--- config.mk ---
export PLATFORM = sky130hd
export DESIGN_NAME = mem_arbiter_flat
export DESIGN_NICKNAME = d
export VERILOG_FILES = /design/src/rtl/mem_arbiter_if.sv /design/src/rtl/mem_arbiter.sv /design/src/flat_wrapper.sv
export SDC_FILE = /design/constraint.sdc
export NUM_CORES = 1
export LEC_CHECK = 0
export ABC_AREA = 1
export CAP_MARGIN = 40
export CORE_UTILIZATION = 39
export DETAILED_ROUTE_END_ITERATION = 10
export GPL_TIMING_DRIVEN = 0
export PLACE_DENSITY_LB_ADDON = 0.05
export SETUP_SLACK_MARGIN = 0.2
export SLEW_MARGIN = 20
export SYNTH_ARGS = -nofsm -noshare
export SYNTH_HDL_FRONTEND = slang
export SYNTH_SLANG_ARGS = --single-unit
--- constraint.sdc ---
create_clock -name clk -period 1.8 [get_ports clk]
set_clock_uncertainty 0.2 [all_clocks]
set_input_delay 0.36 -clock clk [delete_from_list [all_inputs] [get_ports clk]]
set_output_delay 0.36 -clock clk [all_outputs]
set_load 0.01 [all_outputs]
--- src/rtl/mem_arbiter_if.sv ---
`default_nettype none
// ============================================================================
//  Module      : mem_arbiter_if
//  Description : Handshake bus between the arbiter and the single-ported,
//                long-latency main memory (enable / requestComplete).
//  Revision    : 1.0 - initial release
// ============================================================================
interface mem_arbiter_if #(
  parameter int ADDR_LENGTH = 10,
  parameter int BLOCK_SIZE  = 32
);
  logic                   mem_enable;
  logic                   mem_we;
  logic [ADDR_LENGTH-1:0] mem_addr;
  logic [BLOCK_SIZE-1:0]  mem_wdata;
  logic [BLOCK_SIZE-1:0]  mem_rdata;
  logic                   mem_complete;

  // Arbiter side: drives the access, receives data and completion
  modport master (
    output mem_enable, mem_we, mem_addr, mem_wdata,
    input  mem_rdata, mem_complete
  );

  // Memory side
  modport slave (
    input  mem_enable, mem_we, mem_addr, mem_wdata,
    output mem_rdata, mem_complete
  );
endinterface
`default_nettype wire

--- src/rtl/mem_arbiter.sv ---
`default_nettype none
// ============================================================================
//  Module      : mem_arbiter
//  Description : Two-port round-robin arbiter and sequencer in front of a
//                single-ported, long-latency memory. Serialises block
//                read/write requests onto the enable/complete handshake and
//                aborts accesses the memory never completes.
//  Revision    : 1.0 - initial release
// ============================================================================
module mem_arbiter #(
  parameter int ADDR_LENGTH = 10,
  parameter int BLOCK_SIZE  = 32,
  parameter int TIMEOUT     = 255
) (
  input  wire                    clk,
  input  wire                    reset,
  input  wire                    i_req0,
  input  wire                    i_req1,
  input  wire                    i_we0,
  input  wire                    i_we1,
  input  wire [ADDR_LENGTH-1:0]  i_addr0,
  input  wire [ADDR_LENGTH-1:0]  i_addr1,
  input  wire [BLOCK_SIZE-1:0]   i_wdata0,
  input  wire [BLOCK_SIZE-1:0]   i_wdata1,
  output logic                   o_done0,
  output logic                   o_done1,
  output logic [BLOCK_SIZE-1:0]  o_rdata,
  output logic                   o_busy,
  output logic                   o_err,
  mem_arbiter_if.master          mem_bus
);

  // Watchdog counter is sized to hold TIMEOUT itself
  localparam int c_CNT_W = (TIMEOUT < 2) ? 1 : $clog2(TIMEOUT + 1);
  localparam logic [c_CNT_W-1:0] c_TIMEOUT = c_CNT_W'(TIMEOUT);

  typedef enum logic [1:0] {
    S_IDLE    = 2'd0,
    S_ACCESS  = 2'd1,
    S_RELEASE = 2'd2
  } state_t;

  state_t                 r_state,      w_state;
  logic                   r_last_grant, w_last_grant;
  logic                   r_grant,      w_grant;
  logic [c_CNT_W-1:0]     r_cnt,        w_cnt;
  logic [BLOCK_SIZE-1:0]  r_rdata,      w_rdata;
  logic                   r_err,        w_err;
  logic                   r_done0,      w_done0;
  logic                   r_done1,      w_done1;
  logic                   r_mem_enable, w_mem_enable;
  logic                   r_mem_we,     w_mem_we;
  logic [ADDR_LENGTH-1:0] r_mem_addr,   w_mem_addr;
  logic [BLOCK_SIZE-1:0]  r_mem_wdata,  w_mem_wdata;
  logic                   w_sel;

  // State and datapath registers; reset abandons any in-flight access
  always_ff @(posedge clk) begin
    if (reset) begin
      r_state      <= S_IDLE;
      r_last_grant <= 1'b1;
      r_grant      <= 1'b0;
      r_cnt        <= '0;
      r_rdata      <= '0;
      r_err        <= 1'b0;
      r_done0      <= 1'b0;
      r_done1      <= 1'b0;
      r_mem_enable <= 1'b0;
      r_mem_we     <= 1'b0;
      r_mem_addr   <= '0;
      r_mem_wdata  <= '0;
    end else begin
      r_state      <= w_state;
      r_last_grant <= w_last_grant;
      r_grant      <= w_grant;
      r_cnt        <= w_cnt;
      r_rdata      <= w_rdata;
      r_err        <= w_err;
      r_done0      <= w_done0;
      r_done1      <= w_done1;
      r_mem_enable <= w_mem_enable;
      r_mem_we     <= w_mem_we;
      r_mem_addr   <= w_mem_addr;
      r_mem_wdata  <= w_mem_wdata;
    end
  end

  // Next-state: round-robin grant in IDLE, completion/watchdog in ACCESS
  always_comb begin
    w_state      = r_state;
    w_last_grant = r_last_grant;
    w_grant      = r_grant;
    w_cnt        = r_cnt;
    w_rdata      = r_rdata;
    w_err        = r_err;
    w_done0      = 1'b0;
    w_done1      = 1'b0;
    w_mem_enable = r_mem_enable;
    w_mem_we     = r_mem_we;
    w_mem_addr   = r_mem_addr;
    w_mem_wdata  = r_mem_wdata;
    w_sel        = 1'b0;

    case (r_state)
      S_IDLE: begin
        if (i_req0 || i_req1) begin
          // On a tie the requester not served last wins
          w_sel        = (i_req0 && i_req1) ? ~r_last_grant : i_req1;
          w_grant      = w_sel;
          w_last_grant = w_sel;
          w_mem_we     = w_sel ? i_we1    : i_we0;
          w_mem_addr   = w_sel ? i_addr1  : i_addr0;
          w_mem_wdata  = w_sel ? i_wdata1 : i_wdata0;
          w_mem_enable = 1'b1;
          w_cnt        = '0;
          w_state      = S_ACCESS;
        end
      end

      S_ACCESS: begin
        // A zero count marks the first ACCESS cycle, where a complete left
        // over from the previous access must not be believed
        if ((r_cnt != '0) && mem_bus.mem_complete) begin
          w_rdata      = mem_bus.mem_rdata;
          w_mem_enable = 1'b0;
          w_done0      = ~r_grant;
          w_done1      = r_grant;
          w_state      = S_RELEASE;
        end else if (r_cnt == c_TIMEOUT) begin
          w_rdata      = '0;
          w_err        = 1'b1;
          w_mem_enable = 1'b0;
          w_done0      = ~r_grant;
          w_done1      = r_grant;
          w_state      = S_RELEASE;
        end else begin
          w_cnt = r_cnt + 1'b1;
        end
      end

      S_RELEASE: begin
        // One low-enable cycle so the next access sees a fresh rising edge
        w_state = S_IDLE;
      end

      default: begin
        w_mem_enable = 1'b0;
        w_state      = S_IDLE;
      end
    endcase
  end

  assign o_done0  = r_done0;
  assign o_done1  = r_done1;
  assign o_rdata  = r_rdata;
  assign o_err    = r_err;
  assign o_busy   = (r_state != S_IDLE);

  assign mem_bus.mem_enable = r_mem_enable;
  assign mem_bus.mem_we     = r_mem_we;
  assign mem_bus.mem_addr   = r_mem_addr;
  assign mem_bus.mem_wdata  = r_mem_wdata;

endmodule
`default_nettype wire

--- src/flat_wrapper.sv ---
// flat-port wrapper written by rule: the top's interface ports become plain ports
module mem_arbiter_flat 
#(
  parameter int ADDR_LENGTH = 10,
  parameter int BLOCK_SIZE  = 32,
  parameter int TIMEOUT     = 255
)
  (clk, reset, i_req0, i_req1, i_we0, i_we1, i_addr0, i_addr1, i_wdata0, i_wdata1, o_done0, o_done1, o_rdata, o_busy, o_err, mem_bus_mem_enable, mem_bus_mem_we, mem_bus_mem_addr, mem_bus_mem_wdata, mem_bus_mem_rdata, mem_bus_mem_complete);
  mem_arbiter_if #(.ADDR_LENGTH(ADDR_LENGTH), .BLOCK_SIZE(BLOCK_SIZE)) mem_bus_i ();
  input  wire clk;
  input  wire reset;
  input  wire i_req0;
  input  wire i_req1;
  input  wire i_we0;
  input  wire i_we1;
  input  wire [ADDR_LENGTH-1:0] i_addr0;
  input  wire [ADDR_LENGTH-1:0] i_addr1;
  input  wire [BLOCK_SIZE-1:0] i_wdata0;
  input  wire [BLOCK_SIZE-1:0] i_wdata1;
  output logic o_done0;
  output logic o_done1;
  output logic [BLOCK_SIZE-1:0] o_rdata;
  output logic o_busy;
  output logic o_err;
  output wire logic [$bits(mem_bus_i.mem_enable)-1:0] mem_bus_mem_enable;
  output wire logic [$bits(mem_bus_i.mem_we)-1:0] mem_bus_mem_we;
  output wire logic [$bits(mem_bus_i.mem_addr)-1:0] mem_bus_mem_addr;
  output wire logic [$bits(mem_bus_i.mem_wdata)-1:0] mem_bus_mem_wdata;
  input wire logic [$bits(mem_bus_i.mem_rdata)-1:0] mem_bus_mem_rdata;
  input wire logic [$bits(mem_bus_i.mem_complete)-1:0] mem_bus_mem_complete;
  assign mem_bus_mem_enable = mem_bus_i.mem_enable;
  assign mem_bus_mem_we = mem_bus_i.mem_we;
  assign mem_bus_mem_addr = mem_bus_i.mem_addr;
  assign mem_bus_mem_wdata = mem_bus_i.mem_wdata;
  assign mem_bus_i.mem_rdata = mem_bus_mem_rdata;
  assign mem_bus_i.mem_complete = mem_bus_mem_complete;
  mem_arbiter #(.ADDR_LENGTH(ADDR_LENGTH), .BLOCK_SIZE(BLOCK_SIZE), .TIMEOUT(TIMEOUT)) u_core (.clk(clk), .reset(reset), .i_req0(i_req0), .i_req1(i_req1), .i_we0(i_we0), .i_we1(i_we1), .i_addr0(i_addr0), .i_addr1(i_addr1), .i_wdata0(i_wdata0), .i_wdata1(i_wdata1), .o_done0(o_done0), .o_done1(o_done1), .o_rdata(o_rdata), .o_busy(o_busy), .o_err(o_err), .mem_bus(mem_bus_i));
endmodule
Yosys cells after proc, flatten, opt, wreduce, memory -nomap -nowiden
Cells that the tools add are included.

storage, ports and cells
  word-level logic and storage cells = 62
  register bits after elaboration = 91

operators by class
  reduce and logical (&&, ||, !) cells = 15
  $add $sub $neg = 1
  bitwise gates (word level) = 5
  equal/unequal tests = 7
  mux-type cells = 22

operators with widths
  operator             count
  $mux 32              3
  $mux 8               3
  $pmux 8 s2           1
  $mux 10              1
  $mux 1               9
  $add 8x1->8 const B  1
  $eq 8x8->1 const B   1
  $reduce_bool 8->1    1
  $mux 2               3
  $reduce_and 2->1     3
  $reduce_and 3->1     2
  $reduce_bool 2->1    3
  $not 1->1            5
  $ne 2x2->1 const B   2
  $pmux 2 s2           1
  $reduce_and 4->1     1
  $ne 3x1->1 const B   1
  $pmux 1 s3           1
  $eq 2x1->1 const B   1
  $eq 2x2->1 const B   1
  $logic_and 1x1->1    2
  $logic_not 2->1      1
  $ne 2x1->1 const B   1
  $reduce_or 2->1      1
  $logic_or 1x1->1     1

Logic depth before layout (Yosys ltp)
Gate-level depths: netlist of the first run.

  word-level depth = 4
  depth in mapped cells = 11
  gate-level depth less buffers = 11

Worst setup path before layout of the first run
Ideal clock, no wire load.

  path kind = register to register
  from = register u_core.r_cnt[0]
  to = register u_core.r_cnt[1]
  path buffers = 1
  data arrival time = 1261 ps
  setup time = 117 ps
  clock period less this slack = 1578 ps
  path slack = 222 ps
  data required time = 1483 ps
  stages on the path, launching flop included = 9
  cell sequence = dfxtp_1 > ha_1 > nand2_1 > nor2_4 > a21oi_1 > nand2_2 > buf_6 > a21boi_0 > nor2_1

between the ends
  word-level cells in the longest chain between the ends = 4
  elaborated cells on any way between the ends = 10
  classes of those cells = 1 x add/sub; 3 x eq/ne; 3 x mux; 3 x reduce/logical

RTL lines
  what                                                     line                                    source
  start: declaration                                       mem_arbiter.sv:46                       logic [c_CNT_W-1:0] r_cnt, w_cnt;
  start signal: assignment                                 mem_arbiter.sv:76                       r_cnt <= w_cnt;
  $add 8x1->8 / $reduce_bool 8->1 (equally long branches)  mem_arbiter.sv:137, mem_arbiter.sv:123
  $mux 8 / $logic_and 1x1->1 (equally long branches)       mem_arbiter.sv:129, mem_arbiter.sv:123
  $mux 8 / $ne 2x2->1 (equally long branches)              --
  $pmux 8 s2 / $reduce_and 4->1 (equally long branches)    --

Several ways; a longest one is shown, not always the timed one. The select of a mux whose other input is x is not followed.
A chain may end at the register's enable or synchronous reset.

Final worst setup path of the first run
  from = register u_core.r_cnt[1]
  to = register u_core.r_rdata[13] (netlist: u_core.o_rdata[13])

between the ends
  word-level cells in the longest chain between the ends = 4
  elaborated cells on any way between the ends = 6
  classes of those cells = 1 x eq/ne; 1 x mux; 4 x reduce/logical

RTL lines
  what                         line                source
  $reduce_bool 8->1            mem_arbiter.sv:123  if ((r_cnt != '0) && mem_bus.mem_complete) begin
  $logic_and 1x1->1            mem_arbiter.sv:123
  $reduce_bool 2->1 (no line)  --
  $reduce_and 2->1 (no line)   --
  end signal: assignment       mem_arbiter.sv:77   r_rdata <= w_rdata;
  end: declaration             mem_arbiter.sv:47   logic [BLOCK_SIZE-1:0] r_rdata, w_rdata;

Several ways; a longest one is shown, not always the timed one.

==> results.json, run 1 <==
{
  "cts_buffers": 9,
  "setup_viol": 0,
  "synthArstFlopShare_pct": 0,
  "ant_nets": 0,
  "syn_area_per_cell_sq_um": 7.53,
  "min_period_ps": 1730,
  "ys_ff_latch": 91,
  "overflow": 0,
  "rsz0062_at_grt": "true",
  "die_area_sq_um": 9970,
  "drive_above_1_share_pct": 24.8,
  "hold_depth": 2,
  "fp.dieW_um": 99.9,
  "swShare_pct": 32.6,
  "num_io_pins": 203,
  "routed_wl_um": 13600,
  "die_y_um": 99.9,
  "hold_class": "input pin to flip-flop",
  "wire_per_inst_um": 15.6,
  "post-route-drc-count": 0,
  "initialDrtViolationCount": 101,
  "crit_required_ps": 1890,
  "cp.arrival_ps": 1820,
  "synth_top_family_by_area": "simple AND/OR/NAND/NOR gates",
  "synth_common_cells": "nand2_1, dfxtp_1, a21oi_1, o21ai_0, a31oi_1",
  "pwr-share-clk_pct": 24.6,
  "worstSetupEndpointType": "flip-flop",
  "synth_edf_count": 0,
  "synth-compound-area-share_pct": 20.0,
  "p_comb_share_pct": 33.0,
  "post_dp_cell_area_sq_um": 5910,
  "regArea_sq_um": 1840,
  "gp_congestion": 0.775,
  "fin_util_pct": 74.4,
  "syn_area_sq_um": 3730,
  "n_fill_cell": 699,
  "root_buffer": "clkbuf_8",
  "p_sw_mw": 1.79,
  "vias": 4376,
  "final_hold_viol_count": 0,
  "grt_pass1_wl_um": 20100,
  "yosys-top-cells-area": "dfxtp_1, nand2_1, a31oi_1",
  "seq_power_share_pct": 42.4,
  "critPathMaxFanout": 5,
  "yosysMostFrequentCell": "nand2_1",
  "yosys_warnings": 0,
  "grt_max_degree": 17,
  "final_net_count": 859,
  "multi_input_area_sq_um": 2050,
  "hpwl_um": 8990,
  "drt-pass1-iter-count": 4,
  "synth_fp_nets": 621,
  "synthMuxAreaShare_pct": 0,
  "grt_pass1_vias": 4094,
  "antenna_found_initial": 2,
  "rows": 35,
  "port_buffers": 201,
  "start_util_pct": 40.4,
  "p_per_area_nw_per_um2": 801,
  "insertion_delay_ps": 360,
  "max_freq_mhz": 578,
  "final_area_sq_um": 6880,
  "power.internal_mw": 3.71,
  "max_cap_violations": 0,
  "synth-seq-area-share_pct": 48.8,
  "leakagePower_nw": 3.00,
  "worst_pin_slew_ps": 672,
  "syn2layout_area_growth_pct": 84.2,
  "place_ws_ps": -437,
  "path_class": "flip-flop to flip-flop",
  "outcome": "finished clean",
  "cts_sinks": 91,
  "hold_buffers": 0,
  "synth_top_area_share_pct": 48.8,
  "coreArea_sq_um": 9240,
  "worstRegToRegCells": 11,
  "tritoncts": "yes",
  "layout_worst_path_cycle_share_pct": 96.1,
  "synth-simple-area-share_pct": 24.1,
  "yosys.cell_types.count": 30,
  "cts.htree.levels": 3,
  "synth_fa_ha_area_share_pct": 0.670,
  "gr-usage-all-layers_pct": 25.3,
  "startpoint_type": "flip-flop",
  "clockBufferDepth": 2,
  "synth_largest_area_cell": "dfxtp_1",
  "fin_ws_ps": 69.4,
  "ir_drop_v": 0.000555,
  "syn_inst": 496,
  "vias_per_cell": 5.03,
  "hold-worst-slack_ps": 247,
  "synthFlopType": "dfxtp_1",
  "path_clk_slew_ps": 100,
  "drv_slew": 0,
  "slew-limit-headroom_pct": 55.2,
  "synth_xor_area_share_pct": 0.235
}
-- layout by cell type, fill, tap and decap left out, drive strengths merged, types with 2 or more instances in the layout --
cell             n
diode            2
nor3b            3
dlymetal6s2s     2
a21oi           45
clkinv           2
nor2            16
dfxtp           91
inv             18
ha               2
o21ai           45
dlygate4sd2     78
nand2          186
clkbuf          24
nand3            8
a31oi           43
clkdlybuf4s50  119
a21boi           2
buf             48
-- kinds of logic after synthesis --
family,after synthesis
and+or+nand+nor,216
xor gates and xnor gates,1
buffers and inverters,50
DFF,91
adders and majority gates,2
AOI/OAI and AO/OA,136
-- timing repair --
item,CTS,global route
endpoints found under the setup margin,164,90
gates cloned,6,4
resized for setup,195,107
pin swaps,26,27
setup buffers,14,2
-- power by group through the flow --
stage	registers (mW)	clock network, mW	logic [mW]
4_1_cts	2.32	1.35	1.59
5_1_grt	2.36	1.45	1.96
2_1_floorplan	2.44	0	0.569
3_3_place_gp	2.36	0	1.43
6_report	2.34	1.35	1.82
3_5_place_dp	2.36	0	1.45
-- worst max-delay path: stages (launching register included) --
cell	delay (ps)
dfxtp_4	400
inv_4	50
ha_4	150
nand2_2	60
nor2_2	40
nand2_2	60
nand2_4	80
nor2_4	170
buf_12	140
buf_8	120
nand2_2	60
a21oi_1	130
-- path summary, 6_finish.rpt --
check        slack, ps                  to             from
max                 70  u_core.o_rdata[13]  u_core.r_cnt[1]
min reg2reg        260        u_core.o_err     u_core.o_err
max reg2reg         70  u_core.o_rdata[13]  u_core.r_cnt[1]
min                250      u_core.o_done0            reset
-- metrics by stage --
stage / setup TNS, ps / cells / total power [mW]
after floorplan: 0 / 496 / 3.01
after global placement: -16630 / 826 / 3.79
after detailed placement: -18060 / 826 / 3.81
after CTS: 0 / 862 / 5.26
after global routing: 0 / 869 / 5.77
final: 0 / 870 / 5.51
-- sequential cells by signal, indices dropped and copies added, names as in the netlist --
| signal | cells |
|---|---|
| u_core.mem_bus.mem_enable | 1 |
| u_core.mem_bus.mem_wdata | 32 |
| u_core.o_err | 1 |
| u_core.r_grant | 1 |
| u_core.o_done0 | 1 |
| u_core.mem_bus.mem_addr | 10 |
| u_core.mem_bus.mem_we | 1 |
| u_core.r_state | 2 |
| u_core.r_cnt | 8 |
| u_core.o_done1 | 1 |
| u_core.o_rdata | 32 |
| u_core.r_last_grant | 1 |
-- layout make-up --
| cell class | count | area share [%] |
|---|---|---|
| timing repair buffer | 227 | 33.1 |
| antenna | 2 | 0.0728 |
| sequential | 91 | 26.7 |
| clock inverter | 6 | 0.691 |
| buffer | 35 | 4.37 |
| tap | 129 | 2.35 |
| clock buffer | 10 | 2.00 |
| multi-input combinational | 355 | 29.7 |
| inverter | 15 | 1.00 |
-- metal layers --
| metal | part of all wire (%) | vias up | wire (um) | track usage, % |
|---|---|---|---|---|
| met5 | 0 | - | 0 | 0 |
| met4 | 1.7 | 0 | 235 | 8.48 |
| met3 | 7.7 | 20 | 1050 | 7.59 |
| met2 | 52 | 159 | 7110 | 46.0 |
| met1 | 38 | 2069 | 5210 | 28.1 |
| li1 | - | 2128 | - | - |
No activity file was read; power rests on OpenSTA's default activity.
==> run 2, diff against run 1 <==
Settings changed: ABC_CLOCK_PERIOD_IN_PS set to 1800, MAX_ROUTING_LAYER set to met4, PLACE_DENSITY set to 0.87, PLACE_DENSITY_LB_ADDON 0.05 to unset.
==> results.json, run 2 (synthesized netlist as in run 1, its figures left out) <==
{
  "gp_congestion": 0.873,
  "power_mw": 5.72,
  "grt.met3_usage_pct": 5.99,
  "place_ws_ps": -437,
  "gr-usage-all-layers_pct": 28.1,
  "finalNonFillerCells": 875,
  "wire_per_inst_um": 16.6,
  "crit_chain": "inv_4, ha_4, nand2_2, nor2_2, nand2_2, nand2_4, nand2_4, nand2_8, buf_6, buf_6, nand2_2, a21oi_2",
  "ir_drop_v": 0.000455,
  "swShare_pct": 32.8,
  "num_antenna_cells": 0,
  "cp.arrival_ps": 1840,
  "path_class": "flip-flop to flip-flop",
  "final_net_count": 866,
  "overflow": 0,
  "setup.worst_path.end": "u_core.o_rdata[25]",
  "crit_required_ps": 1880,
  "r2r_start": "u_core.r_cnt[1]",
  "clockBufferDepth": 2,
  "startpoint_type": "flip-flop",
  "drv_slew": 0,
  "max_freq_mhz": 567,
  "layout_common_cells": "nand2_1, clkdlybuf4s50_1, dfxtp_1",
  "worstSetupEndpointType": "flip-flop",
  "worstRegToRegCells": 12,
  "mostFrequentLayoutCell": "nand2_1",
  "place_inst": 826,
  "cts.htree.levels": 3,
  "path_buf_inv": 3,
  "gr-max-usage-layer": "met2",
  "r2r_setup_slack_ps": 30,
  "die_area_sq_um": 9970,
  "coreArea_sq_um": 9240,
  "antenna_found_initial": 0,
  "slowest_delay_ps": 380,
  "power.internal_mw": 3.85,
  "hold_buffers": 0,
  "final_hold_viol_count": 0,
  "hpwl_um": 9300,
  "drt-pass1-iter-count": 7,
  "grt_pass1_vias": 4522,
  "grt.met1_usage_pct": 29.8,
  "rsz0062_at_grt": "true",
  "port_buffers": 201,
  "p_sw_mw": 1.88,
  "worst_pin_slew_ps": 745,
  "ant_nets": 0,
  "cts_sinks": 91,
  "layout_worst_path_cycle_share_pct": 98.1,
  "hold_depth": 2,
  "seq_power_share_pct": 41.3,
  "setup-tns-final_ps": 0,
  "slew-limit-headroom_pct": 50.4,
  "fp.dieW_um": 99.9,
  "pwr-share-clk_pct": 25.1,
  "leakagePower_nw": 3.02,
  "critPathMaxFanout": 5,
  "start_util_pct": 40.4,
  "drive_above_1_share_pct": 30.6,
  "rows": 35,
  "worstReg2RegEnd": "u_core.o_rdata[25]",
  "max_cap_violations": 0,
  "cts_buffers": 9,
  "met2_usage_pct": 51.8,
  "initialDrtViolationCount": 149,
  "p_comb_share_pct": 33.6,
  "crit_top_cell": "nand2_2",
  "fin_ws_ps": 35.0,
  "post-route-drc-count": 0,
  "hold_class": "input pin to flip-flop",
  "slowest_stage": "dfxtp_4",
  "die_y_um": 99.9,
  "outcome": "finished clean",
  "p_per_area_nw_per_um2": 803,
  "root_buffer": "clkbuf_8",
  "num_io_pins": 203,
  "grt_pass1_wl_um": 21500,
  "post_dp_cell_area_sq_um": 5910,
  "min_period_ps": 1770,
  "syn2layout_area_growth_pct": 90.9,
  "final_area_sq_um": 7130,
  "setup_viol": 0,
  "worst_setup_path_startpoint": "u_core.r_cnt[1]",
  "routed_wl_um": 14600,
  "cp_top_family": "simple AND/OR/NAND/NOR gates",
  "vias": 4468,
  "insertion_delay_ps": 350,
  "grt_max_degree": 17,
  "crit_cells": 12,
  "vias_per_cell": 5.11,
  "path_clk_slew_ps": 90,
  "tritoncts": "yes"
}
==> run 2: layout make-up <==
type / instances / area [sq um]
Timing Repair Buffer: 233 / 2290
Multi-Input combinational cell: 356 / 2270
Clock inverter: 7 / 76.3
Buffer: 35 / 308
Fill cell: 626 / 2110
Clock buffer: 9 / 124
Sequential cell: 91 / 1840
Tap cell: 129 / 161
Inverter: 15 / 65.1
==> run 2: worst min path at each step <==
stage	startpoint	to
floorplan	u_core.r_grant	u_core.o_done0
global placement	u_core.o_err	u_core.o_err
detailed placement	u_core.o_err	u_core.o_err
CTS	reset	u_core.o_done0
global route	reset	u_core.o_done1
finish	reset	u_core.o_done1
==> run 2: worst reg2reg max path, cell delays in order (launching register included) <==
cell,delay (ps)
dfxtp_4,380
inv_4,70
ha_4,130
nand2_2,40
nor2_2,110
nand2_2,70
nand2_4,110
nand2_4,90
nand2_8,90
buf_6,100
buf_6,110
nand2_2,60
a21oi_2,120
==> run 2: per-layer routing <==
| layer | part of all wire [%] | wire [um] |
|---|---|---|
| met1 | 37 | 5380 |
| met5 | 0 | 0 |
| met2 | 54 | 7890 |
| met4 | 2.8 | 401 |
| met3 | 6.2 | 900 |
==> run 2: repair_timing <==
action                     CTS  global route
buffers inserted            21             2
gates resized for setup    225           144
gates cloned                 8             2
setup endpoints to repair  164           101
pin swaps                   44            32
hold endpoints to repair     0             0
==> run 2: power groups by stage <==
stage / Combinational (mW) / Sequential, mW / Clock [mW]
floorplan: 0.569 / 2.44 / 0
global placement: 1.42 / 2.36 / 0
detailed placement: 1.45 / 2.37 / 0
CTS: 1.69 / 2.33 / 1.45
global route: 2.05 / 2.39 / 1.53
finish: 1.93 / 2.36 / 1.43
==> run 2: metrics by stage <==
step,hold slack (ps),util (%)
after detailed placement,247,63.9
after global routing,246,77.2
after CTS,234,72.8
after global placement,237,63.9
after floorplan,221,-
final,235,77.2
